<file path="src/rtl/ssfr_loader.sv">
// ssfr_loader: byte-stream configuration master for the 16-bit SSFR register.
// Write frame 0xA5,DA,DB gives a one-cycle EN_CONFIG strobe. Read frame 0x5A returns
// SSFR as two bytes over the TX handshake when SSFR_READBACK_EN is defined.
// Ports:
//   CLKEXT, RST            clock, async active-high reset
//   RX_DATA/VALID/READY    host byte input handshake (READY decoded from state only)
//   DA, DB, EN_CONFIG      config register data bytes and one-cycle load strobe
//   SSFR                   current register value, sampled for readback
//   TX_DATA/VALID/READY    readback byte output handshake
//   BUSY, ERR              not-idle indicator, sticky frame error flag
// Optional feature macro: SSFR_READBACK_EN (read path, holding register, TX handshake).
// Without the macro TX_VALID/TX_DATA are tied low, and 0x5A is treated as an unknown header.

module ssfr_loader #(
  parameter int TIMEOUT_CYCLES = 255
) (
  input  logic        CLKEXT,
  input  logic        RST,
  input  logic [7:0]  RX_DATA,
  input  logic        RX_VALID,
  output logic        RX_READY,
  output logic [7:0]  DA,
  output logic [7:0]  DB,
  output logic        EN_CONFIG,
  input  logic [15:0] SSFR,
  output logic [7:0]  TX_DATA,
  output logic        TX_VALID,
  input  logic        TX_READY,
  output logic        BUSY,
  output logic        ERR
);

  localparam logic [7:0]  HDR_WR  = 8'hA5;
  localparam logic [7:0]  HDR_RD  = 8'h5A;
  // The counter value reached on the idle edge that precedes the timeout edge.
  // Firing when it is already TIMEOUT_CYCLES-1 puts the abort exactly
  // TIMEOUT_CYCLES edges after the last accepted byte.
  localparam logic [15:0] TO_LAST = 16'(TIMEOUT_CYCLES - 1);

`ifdef SSFR_READBACK_EN
  typedef enum logic [2:0] {
    S_IDLE   = 3'd0,
    S_W_HI   = 3'd1,
    S_W_LO   = 3'd2,
    S_COMMIT = 3'd3,
    S_R_HI   = 3'd4,
    S_R_LO   = 3'd5
  } state_t;
`else
  typedef enum logic [1:0] {
    S_IDLE   = 2'd0,
    S_W_HI   = 2'd1,
    S_W_LO   = 2'd2,
    S_COMMIT = 2'd3
  } state_t;
`endif

  state_t      state;
  logic [15:0] idle_cnt;
  logic [7:0]  da_q;
  logic [7:0]  db_q;
  logic        en_q;
  logic        err_q;
  logic        rx_rdy;
  logic        accept;

  // Ready depends on state alone, so the host never sees a path from its
  // own valid back to ready.
  assign rx_rdy   = (state == S_IDLE) || (state == S_W_HI) || (state == S_W_LO);
  assign accept   = RX_VALID && rx_rdy;

  assign RX_READY  = rx_rdy;
  assign DA        = da_q;
  assign DB        = db_q;
  assign EN_CONFIG = en_q;
  assign BUSY      = (state != S_IDLE);
  assign ERR       = err_q;

`ifdef SSFR_READBACK_EN
  logic [15:0] hold;

  // TX outputs are decoded from registered state and the holding register,
  // so TX_DATA cannot move while a byte is stalled.
  always_comb begin
    TX_VALID = 1'b0;
    TX_DATA  = 8'h00;
    if (state == S_R_HI) begin
      TX_VALID = 1'b1;
      TX_DATA  = hold[15:8];
    end else if (state == S_R_LO) begin
      TX_VALID = 1'b1;
      TX_DATA  = hold[7:0];
    end
  end
`else
  assign TX_VALID = 1'b0;
  assign TX_DATA  = 8'h00;

  // Readback inputs are deliberately ignored in this build.
  logic unused_rb;
  assign unused_rb = &{1'b0, TX_READY, SSFR};
`endif

  always_ff @(posedge CLKEXT or posedge RST) begin
    if (RST) begin
      state    <= S_IDLE;
      idle_cnt <= 16'd0;
      da_q     <= 8'h00;
      db_q     <= 8'h00;
      en_q     <= 1'b0;
      err_q    <= 1'b0;
`ifdef SSFR_READBACK_EN
      hold     <= 16'h0000;
`endif
    end else begin
      // Strobe is high only for the single cycle spent in COMMIT.
      en_q <= 1'b0;

      case (state)
        S_IDLE: begin
          idle_cnt <= 16'd0;
          if (accept) begin
            if (RX_DATA == HDR_WR) begin
              state <= S_W_HI;
              err_q <= 1'b0;
`ifdef SSFR_READBACK_EN
            end else if (RX_DATA == HDR_RD) begin
              hold  <= SSFR;
              state <= S_R_HI;
              err_q <= 1'b0;
`endif
            end else begin
              err_q <= 1'b1;
            end
          end
        end

        S_W_HI: begin
          if (accept) begin
            da_q     <= RX_DATA;
            idle_cnt <= 16'd0;
            state    <= S_W_LO;
          end else if (idle_cnt == TO_LAST) begin
            idle_cnt <= 16'd0;
            err_q    <= 1'b1;
            state    <= S_IDLE;
          end else begin
            idle_cnt <= idle_cnt + 16'd1;
          end
        end

        S_W_LO: begin
          if (accept) begin
            db_q     <= RX_DATA;
            idle_cnt <= 16'd0;
            en_q     <= 1'b1;
            state    <= S_COMMIT;
          end else if (idle_cnt == TO_LAST) begin
            // Partial DA stays loaded; only the strobe is withheld.
            idle_cnt <= 16'd0;
            err_q    <= 1'b1;
            state    <= S_IDLE;
          end else begin
            idle_cnt <= idle_cnt + 16'd1;
          end
        end

        S_COMMIT: begin
          idle_cnt <= 16'd0;
          state    <= S_IDLE;
        end

`ifdef SSFR_READBACK_EN
        // Read path waits on the host indefinitely; no timeout here.
        S_R_HI: begin
          idle_cnt <= 16'd0;
          if (TX_READY) state <= S_R_LO;
        end

        S_R_LO: begin
          idle_cnt <= 16'd0;
          if (TX_READY) state <= S_IDLE;
        end
`endif

        default: begin
          idle_cnt <= 16'd0;
          state    <= S_IDLE;
        end
      endcase
    end
  end

endmodule

</file>
<file path="config.mk">
export PLATFORM = sky130hd
export DESIGN_NAME = ssfr_loader
export DESIGN_NICKNAME = d
export VERILOG_FILES = /design/src/rtl/ssfr_loader.sv
export SDC_FILE = /design/constraint.sdc
export NUM_CORES = 1
export LEC_CHECK = 0
export CAP_MARGIN = 20
export CORE_ASPECT_RATIO = 1.2
export CORE_MARGIN = 5
export CORE_UTILIZATION = 46
export DETAILED_ROUTE_END_ITERATION = 12
export PLACE_DENSITY = 0.8
export SLEW_MARGIN = 20
export SYNTH_ARGS = -nofsm -noshare
export SYNTH_HDL_FRONTEND = slang
export SYNTH_SLANG_ARGS = --single-unit
</file>
<file path="constraint.sdc">
create_clock -name CLKEXT -period 1.9 [get_ports CLKEXT]
set_input_delay 0.285 -clock CLKEXT [delete_from_list [all_inputs] [get_ports CLKEXT]]
set_output_delay 0.285 -clock CLKEXT [all_outputs]
set_load 0.02 [all_outputs]
</file>
==> impl_metrics.tcl <==
set metrics [dict create \
    clockPowerShare_pct 17.8 \
    wl_per_cell_um 14.2 \
    gp_congestion 0.853 \
    cpPeakStageDelay_ps 430 \
    cts_buffers 5 \
    grt_usage_pct 15.1 \
    ir_worst_vdd_mv 0.978 \
    cts.clk_slew.worst_paths_ps 70 \
    ios 57 \
    syn_to_final_growth_pct 25.5 \
    drc_errors 0 \
    status "finished clean" \
    rsz0062_at_grt "false" \
    portBuffers 30 \
    power.density_mw_per_mm2 1390 \
    crit_fanout 5 \
    p_total_w 0.00311 \
    h-tree-depth 2 \
    yosys.area.top_type "dfrtp_1" \
    critical-path-slowest-cell "dfrtp_1" \
    hold_buffers 0 \
    combinationalPowerShare_pct 45.7 \
    ys_types 33 \
    clockRootBuffer "clkbuf_8" \
    drt_first_pass_iters 4 \
    layout_min_cycle_time_ps 1820 \
    period_share_pct 95.7 \
    hold_violations 0 \
    final.setup.tns_ps 0 \
    hold-worst-slack_ps 396 \
    syn_area_per_cell_sq_um 11.2 \
    drtIter0Drc 41 \
    fin_nets 233 \
    p_int_w 0.00199 \
    dp_hpwl_mm 2.61 \
    endpoint_kind "output port" \
    wirelength_mm 3.58 \
    netlist.area_leader.share_pct 50.3 \
    antenna-diode-count 0 \
    dr_total_vias 1295 \
    seqPwrFrac_pct 36.4 \
    max_freq_mhz 550 \
    ys_seq_area_share_pct 50.3 \
    dieArea_sq_mm 0.00524 \
    crit_chain "inv_1 > ha_1 > inv_1 > dlygate4sd2_1" \
    p_sw_w 0.00112 \
    cts_setup_buffers 0 \
    cp.arrival_ps 1530 \
    grt_max_degree 37 \
    worstSkewPairLatency_ps 290 \
    maxCapViolCount 0 \
    synth-xor-area-share_pct 6.36 \
    grt_first_pass_wirelength_mm 5.98 \
    synth_warnings 0 \
    cts_buffer_depth 2 \
    final_cell_mix "36 x dfrtp_1, 28 x clkdlybuf4s50_1, 18 x nor2_1, 16 x mux2_2, 12 x nand3_1" \
    switching_share_pct 36.1 \
    place_area_sq_mm 0.00215 \
    drive_gt1_share_pct 17.0 \
    coreArea_sq_mm 0.00369 \
    synthMuxAreaShare_pct 10.1 \
    crit_family "buffers and inverters" \
    syn_area_sq_mm 0.00179 \
    setup_viol 0 \
    fin_area_sq_mm 0.00224 \
    hold_path.class "input port to asynchronous set/reset pin" \
    synth_area_leaders "dfrtp_1 50%, mux2_2 10%, ha_1 4.2%" \
    required_ps 1620 \
    p_leak_nw 0.986 \
    clock-sinks 36 \
    mostFrequentLayoutCell "dfrtp_1" \
    grt_pass1_vias 1252 \
    final_max_slew_viol_count 0 \
    synth_top_family_by_area "simple AND/OR/NAND/NOR gates" \
    die_w_um 66.9 \
    ant_nets 0 \
    cp-start-kind "flop" \
    synthAdderAreaFrac_pct 4.20 \
    via_per_inst 5.14 \
    ys_ff_latch 36 \
    crit_buf_inv 3 \
    antenna_found_initial 0 \
    cts_tree "built" \
    cts_resized 2 \
    start_util_pct 48.4 \
    syn-instance-count 160 \
    yosys.area_share.simple_pct 20.1 \
    fin_skew_ps 5.92 \
    grt-ovfl-total 0 \
    cp_common_cell "inv_1" \
    path_class "flop to output port" \
    synth-compound-area-share_pct 2.94 \
    core.rowCount 24 \
    die_y_um 78.3 \
]
[synth_stat cells]
| master | count |
|---|---|
| nor4_1 | 3 |
| buf_4 | 9 |
| nor3b_1 | 1 |
| and4b_1 | 1 |
| dfrtp_1 | 36 |
| nor2b_1 | 1 |
| xnor2_1 | 7 |
| a21o_1 | 1 |
| o31ai_1 | 1 |
| xor2_1 | 6 |
| and3_2 | 1 |
| or4_1 | 1 |
| nand4_1 | 4 |
| a31o_2 | 1 |
| o21ai_0 | 1 |
| nand2_1 | 7 |
| or2_4 | 1 |
| nand3_1 | 12 |
| conb_1 | 1 |
| nand4_4 | 2 |
| a21oi_1 | 2 |
| or3b_1 | 1 |
| nor3_1 | 3 |
| nor2_1 | 18 |
| a211oi_1 | 1 |
| a31oi_1 | 1 |
| inv_1 | 8 |
| mux2_2 | 16 |
| nor4b_1 | 3 |
| ha_1 | 6 |
| nand2b_1 | 2 |
| and4_2 | 1 |
| buf_2 | 1 |
[metrics by stage]
stage / std cells / setup WS, ps / util, %
after global routing: 252 / 4.26 / 60.8
after CTS: 252 / 78.9 / 60.8
after detailed placement: 244 / 46.6 / 58.3
after floorplan: 168 / 296 / -
after global placement: 244 / 70.3 / 58.3
final: 252 / 82.0 / 60.8
[cell type report]
class	count	area, sq um
Multi-Input combinational cell	114	816
Fill cell	321	1450
Tap cell	52	65.1
Clock inverter	2	10.0
Timing Repair Buffer	34	340
Sequential cell	36	901
Clock buffer	6	82.6
Inverter	8	30.0
[worst paths after layout]
path / from / to / depth (start not counted) / slack (ps)
worst max register to register: state[1] / ERR / 5 / 140
worst min-delay path: RST / DB[7] / 3 / 400
min in group CLKEXT: DA[0] / DA[0] / 1 / 500
worst max-delay path: state[1] / BUSY / 4 / 80
worst min register to register: DA[0] / DA[0] / 1 / 500
max in group asynchronous: RST / state[1] / 3 / 1180
[cell families after synthesis]
group,count (synthesis)
AOI/OAI and AO/OA,8
xor gates and xnor gates,13
adders and majority gates,6
buffers and inverters,18
DFF,36
muxes,16
other,1
and+or+nand+nor,62
[state kept, by name (all words and copies together) (netlist names)]
name       flops
idle_cnt      16
EN_CONFIG      1
DB             8
DA             8
ERR            1
state          2
[power groups by stage]
stage          logic, W  clock network, W  registers [W]
2_1_floorplan  0.000577                 0        0.00136
3_3_place_gp    0.00141                 0        0.00113
3_5_place_dp    0.00144                 0        0.00114
4_1_cts         0.00143          0.000576        0.00113
5_1_grt         0.00152          0.000614        0.00117
6_report        0.00142          0.000555        0.00113
[worst min-delay path, delay by kind of cell]
kind                   cells  cell delay [ps]
buffers and inverters      3              830
[metal layers]
metal | part of all wire, % | GRT usage, % | up-vias
li1 | - | - | 613
met1 | 41 | 17.6 | 632
met2 | 48 | 23.1 | 41
met3 | 9.5 | 7.29 | 9
met4 | 1.8 | 7.30 | 0
met5 | 0 | 0 | -
No activity file was read; power rests on OpenSTA's default activity.
